==> src/rtl/risk_gate_multi.sv <==
// Pre-trade risk gate: per-symbol position limit, global open-exposure limit and sticky halt.
// Optional approval rate limiting is compiled in with `define RISK_RATE_LIMIT_EN.
module risk_gate_multi #(
  parameter int SYM_W    = 3,
  parameter int QTY_W    = 16,
  parameter int PX_W     = 16,
  parameter int POS_W    = 32,
  parameter int EXP_W    = 48,
  parameter int RATE_WIN = 1024,
  parameter int RATE_MAX = 64
) (
  input  logic                    clk,
  input  logic                    rst,
  input  logic                    req_valid,
  output logic                    req_ready,
  input  logic [SYM_W-1:0]        req_sym,
  input  logic                    req_side,
  input  logic [QTY_W-1:0]        req_qty,
  input  logic [PX_W-1:0]         req_px,
  output logic                    resp_valid,
  output logic                    resp_approved,
  output logic [2:0]              resp_reason,
  output logic [SYM_W-1:0]        resp_sym,
  input  logic                    fill_valid,
  input  logic [SYM_W-1:0]        fill_sym,
  input  logic                    fill_side,
  input  logic [QTY_W-1:0]        fill_qty,
  input  logic [PX_W-1:0]         fill_px,
  input  logic [POS_W-2:0]        pos_limit,
  input  logic [EXP_W-1:0]        exp_limit,
  input  logic                    kill,
  output logic                    halted,
  input  logic [SYM_W-1:0]        rd_sym,
  output logic signed [POS_W-1:0] rd_pos,
  output logic [EXP_W-1:0]        exposure
);
  localparam int NUM_SYM = 2**SYM_W;
  localparam int NOT_W   = QTY_W + PX_W;

  localparam logic [1:0] S_IDLE = 2'd0;
  localparam logic [1:0] S_CALC = 2'd1;
  localparam logic [1:0] S_RESP = 2'd2;

  localparam logic [2:0] R_OK       = 3'd0;
  localparam logic [2:0] R_HALTED   = 3'd1;
  localparam logic [2:0] R_POSITION = 3'd2;
  localparam logic [2:0] R_EXPOSURE = 3'd3;
  localparam logic [2:0] R_RATE     = 3'd4;

  logic [1:0]                state_reg, state_next;
  logic                      ready_reg;
  logic [SYM_W-1:0]          sym_reg;
  logic                      side_reg;
  logic [QTY_W-1:0]          qty_reg;
  logic [PX_W-1:0]           px_reg;
  logic signed [POS_W-1:0]   pos_snap_reg;
  logic [EXP_W-1:0]          exposure_reg, exposure_next;
  logic                      halted_reg;
  logic                      resp_valid_reg, resp_approved_reg;
  logic [2:0]                resp_reason_reg;
  logic [SYM_W-1:0]          resp_sym_reg;
  logic [NUM_SYM-1:0][POS_W-1:0] pos_flat;

  logic                      accept;
  logic                      rate_hit;
  logic [NOT_W-1:0]          notional, fill_notional;
  logic signed [POS_W:0]     qty_ext, proj;
  logic [POS_W:0]            proj_abs, limit_ext;
  logic [EXP_W:0]            exp_check, exp_base, fill_ext, exp_diff;
  logic [2:0]                reason_calc;
  logic                      approve_commit;
  logic signed [POS_W:0]     fill_cur_ext, fill_qty_ext, fill_sum, fill_new_ext;
  logic signed [POS_W-1:0]   fill_pos_new;
  logic [POS_W:0]            fill_abs;
  logic                      fill_breach;

  assign accept    = req_valid && ready_reg;
  assign limit_ext = {2'b00, pos_limit};

  always_comb begin
    state_next = state_reg;
    case (state_reg)
      S_IDLE:  if (accept) state_next = S_CALC;
      S_CALC:  state_next = S_RESP;
      default: state_next = S_IDLE;
    endcase
  end

  // Request check: works only on operands and the position captured at acceptance.
  always_comb begin
    notional  = NOT_W'(qty_reg) * NOT_W'(px_reg);
    qty_ext   = $signed({{(POS_W + 1 - QTY_W){1'b0}}, qty_reg});
    proj      = side_reg ? ($signed({pos_snap_reg[POS_W-1], pos_snap_reg}) - qty_ext)
                         : ($signed({pos_snap_reg[POS_W-1], pos_snap_reg}) + qty_ext);
    proj_abs  = proj[POS_W] ? (-proj) : proj;
    exp_check = {1'b0, exposure_reg} + (EXP_W + 1)'(notional);
    if (halted_reg)                      reason_calc = R_HALTED;
    else if (proj_abs > limit_ext)       reason_calc = R_POSITION;
    else if (exp_check > {1'b0, exp_limit}) reason_calc = R_EXPOSURE;
    else if (rate_hit)                   reason_calc = R_RATE;
    else                                 reason_calc = R_OK;
    approve_commit = (state_reg == S_CALC) && (reason_calc == R_OK);
  end

  // Fill path: saturating position update and breach detection on the result.
  always_comb begin
    fill_notional = NOT_W'(fill_qty) * NOT_W'(fill_px);
    fill_cur_ext  = $signed({pos_flat[fill_sym][POS_W-1], pos_flat[fill_sym]});
    fill_qty_ext  = $signed({{(POS_W + 1 - QTY_W){1'b0}}, fill_qty});
    fill_sum      = fill_side ? (fill_cur_ext - fill_qty_ext) : (fill_cur_ext + fill_qty_ext);
    if (fill_sum[POS_W] != fill_sum[POS_W-1])
      fill_pos_new = fill_sum[POS_W] ? {1'b1, {(POS_W-1){1'b0}}} : {1'b0, {(POS_W-1){1'b1}}};
    else
      fill_pos_new = fill_sum[POS_W-1:0];
    fill_new_ext = {fill_pos_new[POS_W-1], fill_pos_new};
    fill_abs     = fill_new_ext[POS_W] ? (-fill_new_ext) : fill_new_ext;
    fill_breach  = fill_valid && (fill_abs > limit_ext);
  end

  // Reservation and retirement may land on the same edge; floor at 0, clamp at max.
  always_comb begin
    exp_base = {1'b0, exposure_reg} + (approve_commit ? (EXP_W + 1)'(notional) : '0);
    fill_ext = fill_valid ? (EXP_W + 1)'(fill_notional) : '0;
    exp_diff = exp_base - fill_ext;
    if (exp_base < fill_ext)  exposure_next = '0;
    else if (exp_diff[EXP_W]) exposure_next = '1;
    else                      exposure_next = exp_diff[EXP_W-1:0];
  end

  always_ff @(posedge clk or posedge rst) begin
    if (rst) begin
      state_reg         <= S_IDLE;
      ready_reg         <= 1'b0;
      sym_reg           <= '0;
      side_reg          <= 1'b0;
      qty_reg           <= '0;
      px_reg            <= '0;
      pos_snap_reg      <= '0;
      exposure_reg      <= '0;
      halted_reg        <= 1'b0;
      resp_valid_reg    <= 1'b0;
      resp_approved_reg <= 1'b0;
      resp_reason_reg   <= R_OK;
      resp_sym_reg      <= '0;
    end else begin
      state_reg      <= state_next;
      ready_reg      <= (state_next == S_IDLE);
      exposure_reg   <= exposure_next;
      resp_valid_reg <= 1'b0;
      if (kill || fill_breach) halted_reg <= 1'b1;
      if (state_reg == S_IDLE && accept) begin
        sym_reg      <= req_sym;
        side_reg     <= req_side;
        qty_reg      <= req_qty;
        px_reg       <= req_px;
        pos_snap_reg <= pos_flat[req_sym];
      end
      if (state_reg == S_CALC) begin
        resp_valid_reg    <= 1'b1;
        resp_approved_reg <= (reason_calc == R_OK);
        resp_reason_reg   <= reason_calc;
        resp_sym_reg      <= sym_reg;
      end
    end
  end

  genvar gi;
  generate
    for (gi = 0; gi < NUM_SYM; gi++) begin : g_sym
      logic signed [POS_W-1:0] pos_q;
      always_ff @(posedge clk or posedge rst) begin
        if (rst) pos_q <= '0;
        else if (fill_valid && fill_sym == SYM_W'(gi)) pos_q <= fill_pos_new;
      end
      assign pos_flat[gi] = pos_q;
    end
  endgenerate

`ifdef RISK_RATE_LIMIT_EN
  localparam int WIN_W = $clog2(RATE_WIN);
  localparam int CNT_W = $clog2(RATE_MAX + 1);
  logic [WIN_W-1:0] win_cnt_reg;
  logic [CNT_W-1:0] appr_cnt_reg;
  logic             win_wrap;

  assign win_wrap = (win_cnt_reg == WIN_W'(RATE_WIN - 1));
  assign rate_hit = (appr_cnt_reg == CNT_W'(RATE_MAX));

  always_ff @(posedge clk or posedge rst) begin
    if (rst) begin
      win_cnt_reg  <= '0;
      appr_cnt_reg <= '0;
    end else begin
      win_cnt_reg <= win_wrap ? '0 : win_cnt_reg + 1'b1;
      // An approval landing on the wrap edge counts toward the new window.
      if (win_wrap)            appr_cnt_reg <= approve_commit ? CNT_W'(1) : '0;
      else if (approve_commit) appr_cnt_reg <= appr_cnt_reg + 1'b1;
    end
  end
`else
  // Rate limiting compiled out: the window parameters have no effect.
  assign rate_hit = (RATE_WIN < 0) && (RATE_MAX < 0);
`endif

  assign req_ready     = ready_reg;
  assign resp_valid    = resp_valid_reg;
  assign resp_approved = resp_approved_reg;
  assign resp_reason   = resp_reason_reg;
  assign resp_sym      = resp_sym_reg;
  assign halted        = halted_reg;
  assign exposure      = exposure_reg;
  assign rd_pos        = pos_flat[rd_sym];

endmodule
==> config.mk <==
export PLATFORM = sky130hd
export DESIGN_NAME = risk_gate_multi
export DESIGN_NICKNAME = d
export VERILOG_FILES = /design/src/rtl/risk_gate_multi.sv
export SDC_FILE = /design/constraint.sdc
export NUM_CORES = 2
export LEC_CHECK = 0
export CAP_MARGIN = 10
export CELL_PAD_IN_SITES_DETAIL_PLACEMENT = 1
export CELL_PAD_IN_SITES_GLOBAL_PLACEMENT = 1
export CORE_ASPECT_RATIO = 0.7
export CORE_MARGIN = 4
export CORE_UTILIZATION = 45
export CTS_CLUSTER_DIAMETER = 200
export DETAILED_ROUTE_END_ITERATION = 16
export PLACE_DENSITY_LB_ADDON = 0.1
export SLEW_MARGIN = 5
export SYNTH_ARGS = -nofsm -noshare
export SYNTH_HDL_FRONTEND = slang
export SYNTH_SLANG_ARGS = --single-unit
==> constraint.sdc <==
create_clock -name clk -period 28.5 [get_ports clk]
set_input_delay 4.275 -clock clk [delete_from_list [all_inputs] [get_ports clk]]
set_output_delay 4.275 -clock clk [all_outputs]
set_load 0.02 [all_outputs]
==> impl_metrics.env <==
export IMPL_status="completed"
export IMPL_finalCritPeriodShare_pct=64.52
export IMPL_post_cts_resized=0
export IMPL_worstMarginPinSlew_ns=1.134
export IMPL_period_needed_ns=18.39
export IMPL_htree_num_levels=2
export IMPL_cap_violations=0
export IMPL_antenna_left=0
export IMPL_cts_tree="done"
export IMPL_arrival_ns=18.84
export IMPL_ys_seq_area_share_pct=18.83
export IMPL_area_growth_pct=10.23
export IMPL_core_area_mm2=0.1113
export IMPL_syn_cell_area_mm2=0.05076
export IMPL_postCtsSetupBuffers=0
export IMPL_antenna_cells=0
export IMPL_synth_compound_area_share_pct=14.43
export IMPL_synth_fa_ha_area_share_pct=27.50
export IMPL_grt_use_total_pct=29.59
export IMPL_hold_depth=1
export IMPL_slew_viol_final=0
export IMPL_min_from="sym_reg[1]"
export IMPL_root_buffer="clkbuf_16"
export IMPL_antenna_found_initial=4
export IMPL_start_util_pct=45.62
export IMPL_nets=6766
export IMPL_gp_congestion=0.9180
export IMPL_grt_first_pass_wirelength_mm=273.1
export IMPL_cts_hold_buf=0
export IMPL_seqCellArea_mm2=0.009559
export IMPL_fp_dieW_um=409.4
export IMPL_r2r_end="exposure[21]"
export IMPL_ys_seq_elements=382
export IMPL_reg2reg_slack_ns=10.11
export IMPL_cp_common_cell="fa_1"
export IMPL_hold_viol=0
export IMPL_required_ns=28.95
export IMPL_cts_max_path_buffers=3
export IMPL_layout_drive_gt1_share_pct=9.165
export IMPL_clk_latency_ns=0.64
export IMPL_synthFlopType="dfrtp_1"
export IMPL_io_buffers=247
export IMPL_max_freq_mhz=54.38
export IMPL_grt_pass1_vias=44010
export IMPL_synth_mux_area_share_pct=11.59
export IMPL_wl_per_cell_um=24.22
export IMPL_synth_top_family_by_area="adder cells"
export IMPL_synth_xor_xnor_area_share_pct=5.072
export IMPL_largest_reg_flops=256
export IMPL_rsz0062_at_grt="false"
export IMPL_rr_worst_depth=68
export IMPL_crit_path_top_delay_cell="nor4_2"
export IMPL_multi_input_area_mm2=0.03782
export IMPL_fillers=12920
export IMPL_clock_sinks=382
export IMPL_max_slew_margin_pct=22.26
export IMPL_crit_type="flop to flop"
export IMPL_crit_fanout=36
export IMPL_die_h_um=289.0
export IMPL_overflow=0
export IMPL_end_kind="flop"
export IMPL_min_to="sym_reg[1]"
export IMPL_grt_max_degree=147
export IMPL_cp_start_kind="flop"
export IMPL_synth_edff_count=0
export IMPL_die_area_mm2=0.1183
export IMPL_ys_types=91
export IMPL_vias_per_cell=5.883
export IMPL_synth_warnings=0
export IMPL_synth_simple_area_share_pct=15.74
export IMPL_regToRegStartpoint="qty_reg[9]"
export IMPL_fin_setup_tns_ns=0
export IMPL_num_rows=102
export IMPL_drt_iter0_drc=3347
export IMPL_wirelength_mm=176.1
export IMPL_pin_count=249
export IMPL_syn_num_nets=6719
export IMPL_syn_inst=5680
export IMPL_numCtsBuffers=46
export IMPL_min_delay_path_class="flop to flop"
export IMPL_fin_worst_skew_ns=0.04310
export IMPL_cp_slowest_stage_delay_ns=1.03
export IMPL_hpwlAfterDp_mm=136.8
export IMPL_vias=42760
export IMPL_path_clk_slew_ns=0.06
export IMPL_first_pass_iters=5
export IMPL_drc=0
export IMPL_setup_viol=0
export IMPL_async_reset_ff_share_pct=100.0
export IMPL_syn_area_per_cell_um2=8.937
## per-layer routing
metal	vias to the layer above	track usage [%]	share of wire [%]
met1	21900	45.93	50
met4	0	4.482	1.4
li1	19540	-	-
met5	-	0	0
met2	1198	42.81	41
met3	129	6.392	7.6
## synthesized netlist by cell type (60+ instances only)
| cell type | number | area, um^2 |
|---|---|---|
| nand2_1 | 766 | 2875 |
| inv_1 | 607 | 2278 |
| ha_1 | 487 | 6093 |
| o21ai_0 | 407 | 2037 |
| fa_1 | 393 | 7868 |
| dfrtp_1 | 382 | 9559 |
| a21oi_1 | 318 | 1592 |
| clkbuf_1 | 255 | 957.2 |
| and2_1 | 226 | 1414 |
| nor2_1 | 221 | 829.6 |
| xnor2_1 | 207 | 1813 |
| mux4_2 | 192 | 4324 |
| a21o_1 | 129 | 968.4 |
| mux2_2 | 104 | 1171 |
| xor2_1 | 87 | 762.0 |
| nand3_1 | 84 | 420.4 |
| nor3_1 | 71 | 355.3 |
| nor2b_1 | 60 | 375.4 |
## logic make-up after synthesis
logic type	Yosys count
AND/OR/NAND/NOR	1678
XOR/XNOR	294
other	1
flip-flops	382
buffers and inverters	915
adder cells (fa/ha/maj)	880
AO/OA/AOI/OAI	1195
multiplexers	335
## critical path: cells and delay by family (launching register included)
kind                       cells  cell delay, ns
AOI/OAI and AO/OA             27            6.04
adders and majority gates     12            5.09
and+or+nand+nor               20            4.60
buffers and inverters          6            0.93
DFF                            1            0.89
xor gates and xnor gates       3            0.62
## stage by stage
| stage | std cells | util (%) | setup WS (ns) | hold slack (ns) | area, um^2 |
|---|---|---|---|---|---|
| floorplan | 5680 | - | 12.85 | 0.4750 | 50760 |
| global placement | 7187 | 48.92 | 10.99 | 0.4900 | 54450 |
| detailed placement | 7187 | 48.92 | 10.28 | 0.4952 | 54450 |
| CTS | 7269 | 50.28 | 10.20 | 0.5109 | 55960 |
| global route | 7269 | 50.28 | 8.955 | 0.5213 | 55960 |
| finish | 7269 | 50.28 | 10.11 | 0.5090 | 55960 |
## placed cells by master, fill, tap and decap left out, types with 60 or more instances in the layout
| cell type | netlist | final |
|---|---|---|
| mux2_2 | 104 | 104 |
| xnor2_1 | 207 | 206 |
| dfrtp_1 | 382 | 382 |
| ha_1 | 487 | 487 |
| nor2b_1 | 60 | 60 |
| nand3_1 | 84 | 80 |
| nor3_1 | 71 | 70 |
| o21ai_0 | 407 | 407 |
| a21oi_1 | 318 | 318 |
| nor2_1 | 221 | 220 |
| a21o_1 | 129 | 129 |
| inv_1 | 607 | 606 |
| clkdlybuf4s50_1 | 0 | 237 |
| buf_4 | 1 | 65 |
| mux4_2 | 192 | 192 |
| xor2_1 | 87 | 87 |
| nand2_1 | 766 | 763 |
| fa_1 | 393 | 393 |
| and2_1 | 226 | 226 |
## final cells by class
| class | count | share of cell area, % |
|---|---|---|
| Multi-Input combinational cell | 4383 | 67.58 |
| Clock buffer | 59 | 2.305 |
| Tap cell | 1508 | 3.372 |
| Clock inverter | 23 | 0.3935 |
| Sequential cell | 382 | 17.08 |
| Timing Repair Buffer | 307 | 5.183 |
| Inverter | 607 | 4.085 |
## how the worst max path moves through the flow
| stage | from | to | slack [ns] |
|---|---|---|---|
| 3_3_place_gp | qty_reg[10] | exposure[3] | 10.99 |
| 3_5_place_dp | qty_reg[10] | exposure[21] | 10.28 |
| 2_1_floorplan | qty_reg[7] | exposure[24] | 12.85 |
| 6_report | qty_reg[9] | exposure[21] | 10.11 |
| 5_1_grt | qty_reg[9] | exposure[16] | 8.96 |
| 4_1_cts | qty_reg[10] | exposure[21] | 10.20 |
Power is not shown: default switching activity piles up to over one toggle a cycle in this logic, so the estimate is an artifact.
